## src/rtl/seq_det_pkg.sv

```systemverilog
// Shared constants for the programmable serial pattern detector.
package seq_det_pkg;

  typedef enum logic {
    MODE_MEALY = 1'b0,
    MODE_MOORE = 1'b1
  } out_mode_e;

  localparam logic [3:0] PAT_DEFAULT_4 = 4'b1101;

  localparam int PAT_W_MIN = 2;
  localparam int PAT_W_MAX = 32;

endpackage

```

## src/rtl/sat_counter.sv

```systemverilog
// Saturating up-counter with synchronous clear; holds at all ones instead of wrapping.
module sat_counter #(
  parameter int W = 8
) (
  input  logic         clk,
  input  logic         rst_n,
  input  logic         clr,
  input  logic         inc,
  output logic [W-1:0] cnt,
  output logic         sat
);

  logic [W-1:0] cnt_q;
  logic [W-1:0] cnt_d;

  assign sat = &cnt_q;
  assign cnt = cnt_q;

  always_comb begin
    cnt_d = cnt_q;
    if (clr) begin
      cnt_d = '0;
    end else if (inc && !sat) begin
      cnt_d = cnt_q + 1'b1;
    end
  end

  always_ff @(posedge clk) begin
    if (!rst_n) begin
      cnt_q <= '0;
    end else begin
      cnt_q <= cnt_d;
    end
  end

endmodule

```

## src/rtl/seq_detect_param.sv

```systemverilog
// Run-time programmable serial pattern detector with Mealy/Moore output,
// optional overlapping detection and a saturating match counter.
module seq_detect_param
  import seq_det_pkg::*;
#(
  parameter int               PAT_W       = 4,
  parameter logic [PAT_W-1:0] PAT_DEFAULT = PAT_W'(PAT_DEFAULT_4),
  parameter int               CNT_W       = 8
) (
  input  logic             clk,
  input  logic             rst_n,
  input  logic             din,
  input  logic             din_valid,
  input  logic [PAT_W-1:0] pat,
  input  logic             pat_load,
  input  logic             overlap_en,
  input  logic             mode_moore,
  output logic             y,
  output logic [CNT_W-1:0] match_cnt,
  output logic             cnt_sat
);

  if (PAT_W < PAT_W_MIN || PAT_W > PAT_W_MAX) begin : g_bad_pat_w
    $error("seq_detect_param: PAT_W out of range");
  end

  localparam int               FILL_W   = $clog2(PAT_W);
  localparam logic [FILL_W-1:0] FILL_MAX = FILL_W'(PAT_W - 1);

  logic [PAT_W-1:0]  pat_q,  pat_d;
  logic [PAT_W-2:0]  hist_q, hist_d;
  logic [FILL_W-1:0] fill_q, fill_d;
  logic              y_q,    y_d;

  logic [PAT_W-1:0]  shift_w;
  logic              fill_full;
  logic              hit;

  // Window formed by the held history plus the bit arriving this cycle.
  assign shift_w   = {hist_q, din};
  assign fill_full = (fill_q == FILL_MAX);
  assign hit       = din_valid && !pat_load && fill_full && (shift_w == pat_q);

  // Reset forces the strobe low in both output modes.
  assign y = rst_n && ((mode_moore == MODE_MOORE) ? y_q : hit);

  always_comb begin
    pat_d  = pat_q;
    hist_d = hist_q;
    fill_d = fill_q;
    y_d    = hit;
    if (pat_load) begin
      pat_d  = pat;
      hist_d = '0;
      fill_d = '0;
      y_d    = 1'b0;
    end else if (din_valid) begin
      if (hit && !overlap_en) begin
        hist_d = '0;
        fill_d = '0;
      end else begin
        hist_d = shift_w[PAT_W-2:0];
        fill_d = fill_full ? fill_q : fill_q + 1'b1;
      end
    end
  end

  always_ff @(posedge clk) begin
    if (!rst_n) begin
      pat_q  <= PAT_DEFAULT;
      hist_q <= '0;
      fill_q <= '0;
      y_q    <= 1'b0;
    end else begin
      pat_q  <= pat_d;
      hist_q <= hist_d;
      fill_q <= fill_d;
      y_q    <= y_d;
    end
  end

  sat_counter #(
    .W(CNT_W)
  ) u_cnt (
    .clk  (clk),
    .rst_n(rst_n),
    .clr  (pat_load),
    .inc  (hit),
    .cnt  (match_cnt),
    .sat  (cnt_sat)
  );

endmodule

```

## config.mk

```make
export PLATFORM = sky130hd
export DESIGN_NAME = seq_detect_param
export DESIGN_NICKNAME = d
export VERILOG_FILES = /design/src/rtl/seq_det_pkg.sv /design/src/rtl/sat_counter.sv /design/src/rtl/seq_detect_param.sv
export SDC_FILE = /design/constraint.sdc
export NUM_CORES = 1
export LEC_CHECK = 0
export BUFFER_PORTS_ARGS = -buffer_cell sky130_fd_sc_hd__buf_2
export CAP_MARGIN = 15
export CORE_MARGIN = 10
export CORE_UTILIZATION = 25
export CTS_BUF_LIST = sky130_fd_sc_hd__clkbuf_2
export DETAILED_ROUTE_END_ITERATION = 6
export GPL_TIMING_DRIVEN = 1
export PLACE_DENSITY = 0.39
export SYNTH_ARGS = -nofsm -noshare
export SYNTH_HDL_FRONTEND = slang
export SYNTH_SLANG_ARGS = --single-unit
```

## constraint.sdc

```tcl
create_clock -name clk -period 1.7 [get_ports clk]
set_input_delay 0.085 -clock clk [delete_from_list [all_inputs] [get_ports clk]]
set_output_delay 0.085 -clock clk [all_outputs]
set_load 0.05 [all_outputs]
```

# --- Yosys cells after proc, flatten, opt, wreduce, memory -nomap -nowiden ---
# Index checks and enable logic that the tools add are counted.
# Widths: inputs -> output; s select.
classes:
  n_reduce_logical: 12
  n_eq_ne: 3
  bitwise_logic: 1
  addsub: 2
  mux: 4
ops:
  columns: ["cell", "n"]
  rows:
  - ["$add 8x1->8 const B", 1]
  - ["$reduce_and 8->1", 1]
  - ["$logic_and 1x1->1", 6]
  - ["$eq 4x4->1", 1]
  - ["$mux 2", 2]
  - ["$logic_not 1->1", 3]
  - ["$mux 3", 1]
  - ["$add 2x1->2 const B", 1]
  - ["$eq 2x2->1 const B", 1]
  - ["$ne 2x1->1 const B", 1]
  - ["$reduce_and 2->1", 1]
  - ["$reduce_or 2->1", 1]
  - ["$mux 1", 1]
  - ["$not 1->1", 1]
totals:
  ff_bits: 18
  inputBits: 11

# --- Longest topological paths before layout ---
depth:
  depth_word: 7
  mapped_depth: 6
  depth_no_buf: 6

# --- Modules after synthesis ---
# A second synthesis with hierarchy kept.
unflattened:
  cells_unflattened: 101
  hier_area_um2: 912.1
modules_own_cells:
  columns: ["module", "area_per_inst_um2", "seq_area_each_um2", "cells_per_inst", "instances"]
  rows:
  - ["seq_detect_param", 489.2, 200.2, 51, 1]
  - ["sat_counter", 422.9, 160.2, 50, 1]

# --- Worst setup path after synthesis ---
# Ideal clock, no wire load.
synth_timing:
  path_type: "reg-to-reg"
  from: "reg u_cnt.cnt_q[0], in the netlist u_cnt.cnt[0]"
  to: "reg u_cnt.cnt_q[5], in the netlist u_cnt.cnt[5]"
  arrival_time_ns: 1.692
  path_slack_ns: -0.063
  path_stages_with_launch: 6
  path_cell_list: "dfxtp_1 -> ha_1 -> nand4_1 -> nand3_4 -> or4_1 -> a21oi_1"
synth_between:
  elab_chain_cells: 3
  elab_cells_between_ends: 4
synth_rtl:
  columns: ["element", "line", "source"]
  rows:
  - ["start: declaration", "sat_counter.sv:13", "logic [W-1:0] cnt_q;"]
  - ["start signal: assignment", "sat_counter.sv:32", "cnt_q <= cnt_d;"]
  - ["parallel branches: the longest is 3 deep, another holds $add 8x1->8", null, null]
# Parallel ways; which one is timed is not known.
# A chain may end at the register's enable or synchronous reset.

# --- Worst setup path after layout ---
layout_timing:
  from: "reg pat_q[0]"
  to: "reg u_cnt.cnt_q[3], in the netlist u_cnt.cnt[3]"
layout_between:
  elab_chain_cells: 3
layout_rtl:
  columns: ["element", "line", "source"]
  rows:
  - ["start: declaration", "seq_detect_param.sv:30", "logic [PAT_W-1:0] pat_q, pat_d;"]
  - ["start signal: assignment", "seq_detect_param.sv:75", "pat_q <= pat_d;"]
  - ["$eq 4x4->1", "seq_detect_param.sv:42", "assign hit = din_valid && !pat_load && fill_full && (shift_w == pat_q);"]
  - ["$logic_and 1x1->1", "seq_detect_param.sv:42", null]
  - ["$logic_and 1x1->1", "sat_counter.sv:23", "end else if (inc && !sat) begin"]
# Every way passes these cells.

==> metrics.md <==
| Metric | Value |
|---|---|
| Placed cell count | 163 |
| TritonCTS Buffers | 3 |
| Top FF cell, synth | dfxtp_1 |
| Antenna Nets Post-Route | 0 |
| CP Launch Type | register |
| Vias per cell | 4.34 |
| Dpl ws | -0.00337 ns |
| Largest net degree at the start of global routing | 14 |
| Antenna violations before repair | 0 |
| Nets | 149 |
| Largest delay share family, worst path | simple AND/OR/NAND/NOR gates |
| Relative max-transition margin | 65.3% |
| Drt pass-1 iters | 4 |
| Period utilisation layout | 98.1% |
| Pleak | 0.497 nW |
| Reg clk slew, reported paths | between 0.15 and 0.2 ns |
| Yosys Warn Count | 0 |
| RR Endpoint | u_cnt.cnt[3]$_SDFFE_PP0P_ |
| Ant diodes | 0 |
| 1st-iter DRT viols | 28 |
| Flops & latches, synth | 18 |
| Post-synth EDFFs | 0 |
| Initial Utilization | 25.9% |
| Worst slew pin tran | 0.521 ns |
| CTS tree | done |
| MaxCap Viol Count | 0 |
| Critical R2R Launch | pat_q[0]$_SDFFE_PN1P_ |
| Crit end category | register |
| Clock skew | 0.00520 ns |
| Tot GR Track Use | 7.03% |
| Core area | 3340 um2 |
| WL met3 | 151 um |
| Met2 wire len | 896 um |
| Area growth syn-to-layout | 43.7% |
| Die H | 78.8 um |
| # setup viols final | 0 |
| Worst R2R Path Depth | 6 |
| RePlAce Congestion | roughly 0.76 |
| Distinct cells, synth | 28 |
| DR top layer | met4 |
| Power Density | 569 nW/um2 |
| Worst Path Buf+Inv | 1 |
| Mapped Nets | 109 |
| Status | finished, final reports clean |
| Reg-to-reg setup timing slack | 0.03 ns |
| Crit path depth | 6 |
| Vias in the first global route | 786 |
| Critical path class | reg2reg |
| VDD IR-drop max | 0.202 mV |
| Total gr overflow | 0 |
| Longest Clk Path Bufs | 2 |
| PnR worst setup slack | around 0.032 ns |
| Share of cells above drive strength 1 | around 43% |
| Endpoint with the worst hold slack | pat_q[1]$_SDFFE_PN0P_ |
| Worst skew pair latency | ~0.3 ns |
| I/O pin cnt | 21 |
| Post-Route WL | between 2 and 2.5 mm |
| Max Fanout on Critical Path | 7 |
| Syn Std Cell Area | between 800 and 900 um2 |
| Asr flop ratio synth | 0% |
| CTS Root Cell | clkbuf_2 |
| Syn Inst Count | 96 |
| Critical Path RT | 1.94 ns |
| Final HPWL DP | 1.55 mm |
| PnR Total Power | 0.000707 W |
| Site row count | 21 |
| CP peak stage delay | 0.46 ns |
| Hold path depth | 3 |
| Clock Sinks | 18 |
| Top post-synthesis cells by area | dfxtp_1 (42%), mux2i_1 (6.9%), xor2_1 (6.1%), a21oi_1 (5.2%), nand3_1 (4.1%) |
| Cell Count, Final, Fillers Out | about 180 |
| Port buffer count | 20 |
| First-pass GRT wire length | around 3.6 mm |
| DRT met1 WL | 999 um |
| Die width | 78.8 um |
| Htree depth | 1 |
| Min-delay src | pat[1] |
| Fin. Hold Viols | 0 |
| Unrepaired setup endpoints after global routing | true |
| Syn avg cell area | 9.01 um2 |
| Fmax | between 500 and 600 MHz |
| Wirelength per Cell | 11.4 um |
| Die area | 6210 um2 |
| Post-synth top area share | 41.7% |
| Slew Limit Fails | 0 |
| Fin crit period | 1.67 ns |
| Post-synthesis sequential area ratio | approximately two fifths |
| Hold crit path type | in2reg |
| Synth area leader | dfxtp_1 |
| Hold_ws | 0.0223 ns |
| Total number of vias | 785 |
| Crit-path cells | xor2_1, nor3_4, buf_6, nand3_4, or3_2, a21oi_1 |
| Arr. time, crit path | 1.90 ns |
| DRC violations left | 0 |
| Highest-delay cell along the critical path | or3_2 |
==> kinds of logic after synthesis <==
kind of cell               Yosys count  synth area share (%)
and+or+nand+nor                     44                  30.8
DFF                                 18                  41.7
AOI/OAI and AO/OA                   16                  9.55
xor gates and xnor gates             6                  6.08
muxes                                6                  6.95
buffers and inverters                4                  2.02
adders and majority gates            2                  2.89
==> registers in the layout, summed over array words and instances, names as in the netlist <==
signal     cells
u_cnt.cnt      8
pat_q          4
hist_q         3
fill_q         2
y_q            1
==> final cells by class <==
| class | count | area [um2] |
|---|---|---|
| multi-input combinational | 74 | 518 |
| tap | 46 | 57.6 |
| clock inverter | 1 | 3.75 |
| inverter | 1 | 3.75 |
| clock buffer | 3 | 15.0 |
| timing repair buffer | 38 | 267 |
| fill | 362 | 2090 |
| sequential | 18 | 378 |
==> layer usage <==
layer | vias to the layer above | GRT usage, %
met4 | 0 | 3.23
met3 | 2 | 2.70
met5 | - | 0
li1 | 419 | -
met1 | 349 | 8.57
met2 | 15 | 10.7
==> Yosys cell counts, types with 2 or more instances <==
master / count
nand3_1: 7
dfxtp_1: 18
o21ai_0: 6
or3_2: 2
ha_1: 2
nor2_1: 5
mux2i_1: 6
xor2_1: 6
nand4_1: 4
nand2_1: 9
or2b_1: 2
nand2b_1: 2
a21oi_1: 9
or3_1: 2
nor2b_1: 3
==> worst min-delay path: cells and delay by family <==
family	cells	cell delay, ns
mux	1	0.05
simple gates	1	0.09
buf+inv	1	0.07
==> worst max-delay path by stage <==
stage / from / endpoint / slack [ns]
final: pat_q[0]$_SDFFE_PN1P_ / u_cnt.cnt[3]$_SDFFE_PP0P_ / 0.03
after global routing: pat_q[0]$_SDFFE_PN1P_ / u_cnt.cnt[3]$_SDFFE_PP0P_ / -0.08
after CTS: fill_q[1]$_SDFFE_PP0P_ / y / -0.05
after detailed placement: fill_q[0]$_SDFFE_PP0P_ / u_cnt.cnt[5]$_SDFFE_PP0P_ / -0.003
after global placement: fill_q[0]$_SDFFE_PP0P_ / u_cnt.cnt[5]$_SDFFE_PP0P_ / 0.04
after floorplan: u_cnt.cnt[0]$_SDFFE_PP0P_ / u_cnt.cnt[5]$_SDFFE_PP0P_ / 0.08
==> where the power goes <==
part	total (W)	switching, W	internal, W
Clock	0.000189	0.000138	0.0000512
Combinational	0.0000797	0.0000382	0.0000416
Sequential	0.000438	0.00000644	0.000431
==> timing repair <==
| item | CTS | global route |
|---|---|---|
| resized for setup | 10 | 10 |
| gates cloned | 0 | 0 |
| buffers inserted | 2 | 6 |
| endpoints found under the hold margin | 3 | 0 |
| pin swaps | 8 | 6 |
| hold buffers | 6 | 0 |
| setup endpoints to repair | 6 | 7 |
==> metrics by stage <==
stage	util (%)	setup TNS, ns	instance area, um2
floorplan	-	0	872
global placement	31.3	0	1050
detailed placement	31.3	-0.00337	1050
CTS	35.2	-0.0501	1170
global route	37.2	-0.329	1240
finish	37.2	0	1240
==> layout by cell type (no fill, tap or decap), drive strengths merged <==
cell type and count:
dlygate4sd3 6, buf 31, nor3 3, nand2 9, nor4b 1, a21oi 9, o31ai 1, nor2b 3
ha 2, dfxtp 18, inv 1, mux2i 6, nand4 4, o21ai 6, and2 1, nand3 8
and4 1, clkinv 1, clkbuf 4, nor2 5, xor2 6, or2b 2, nand2b 2, or3 4
or4 1
Note: power is estimated with default switching activity, not from simulation.
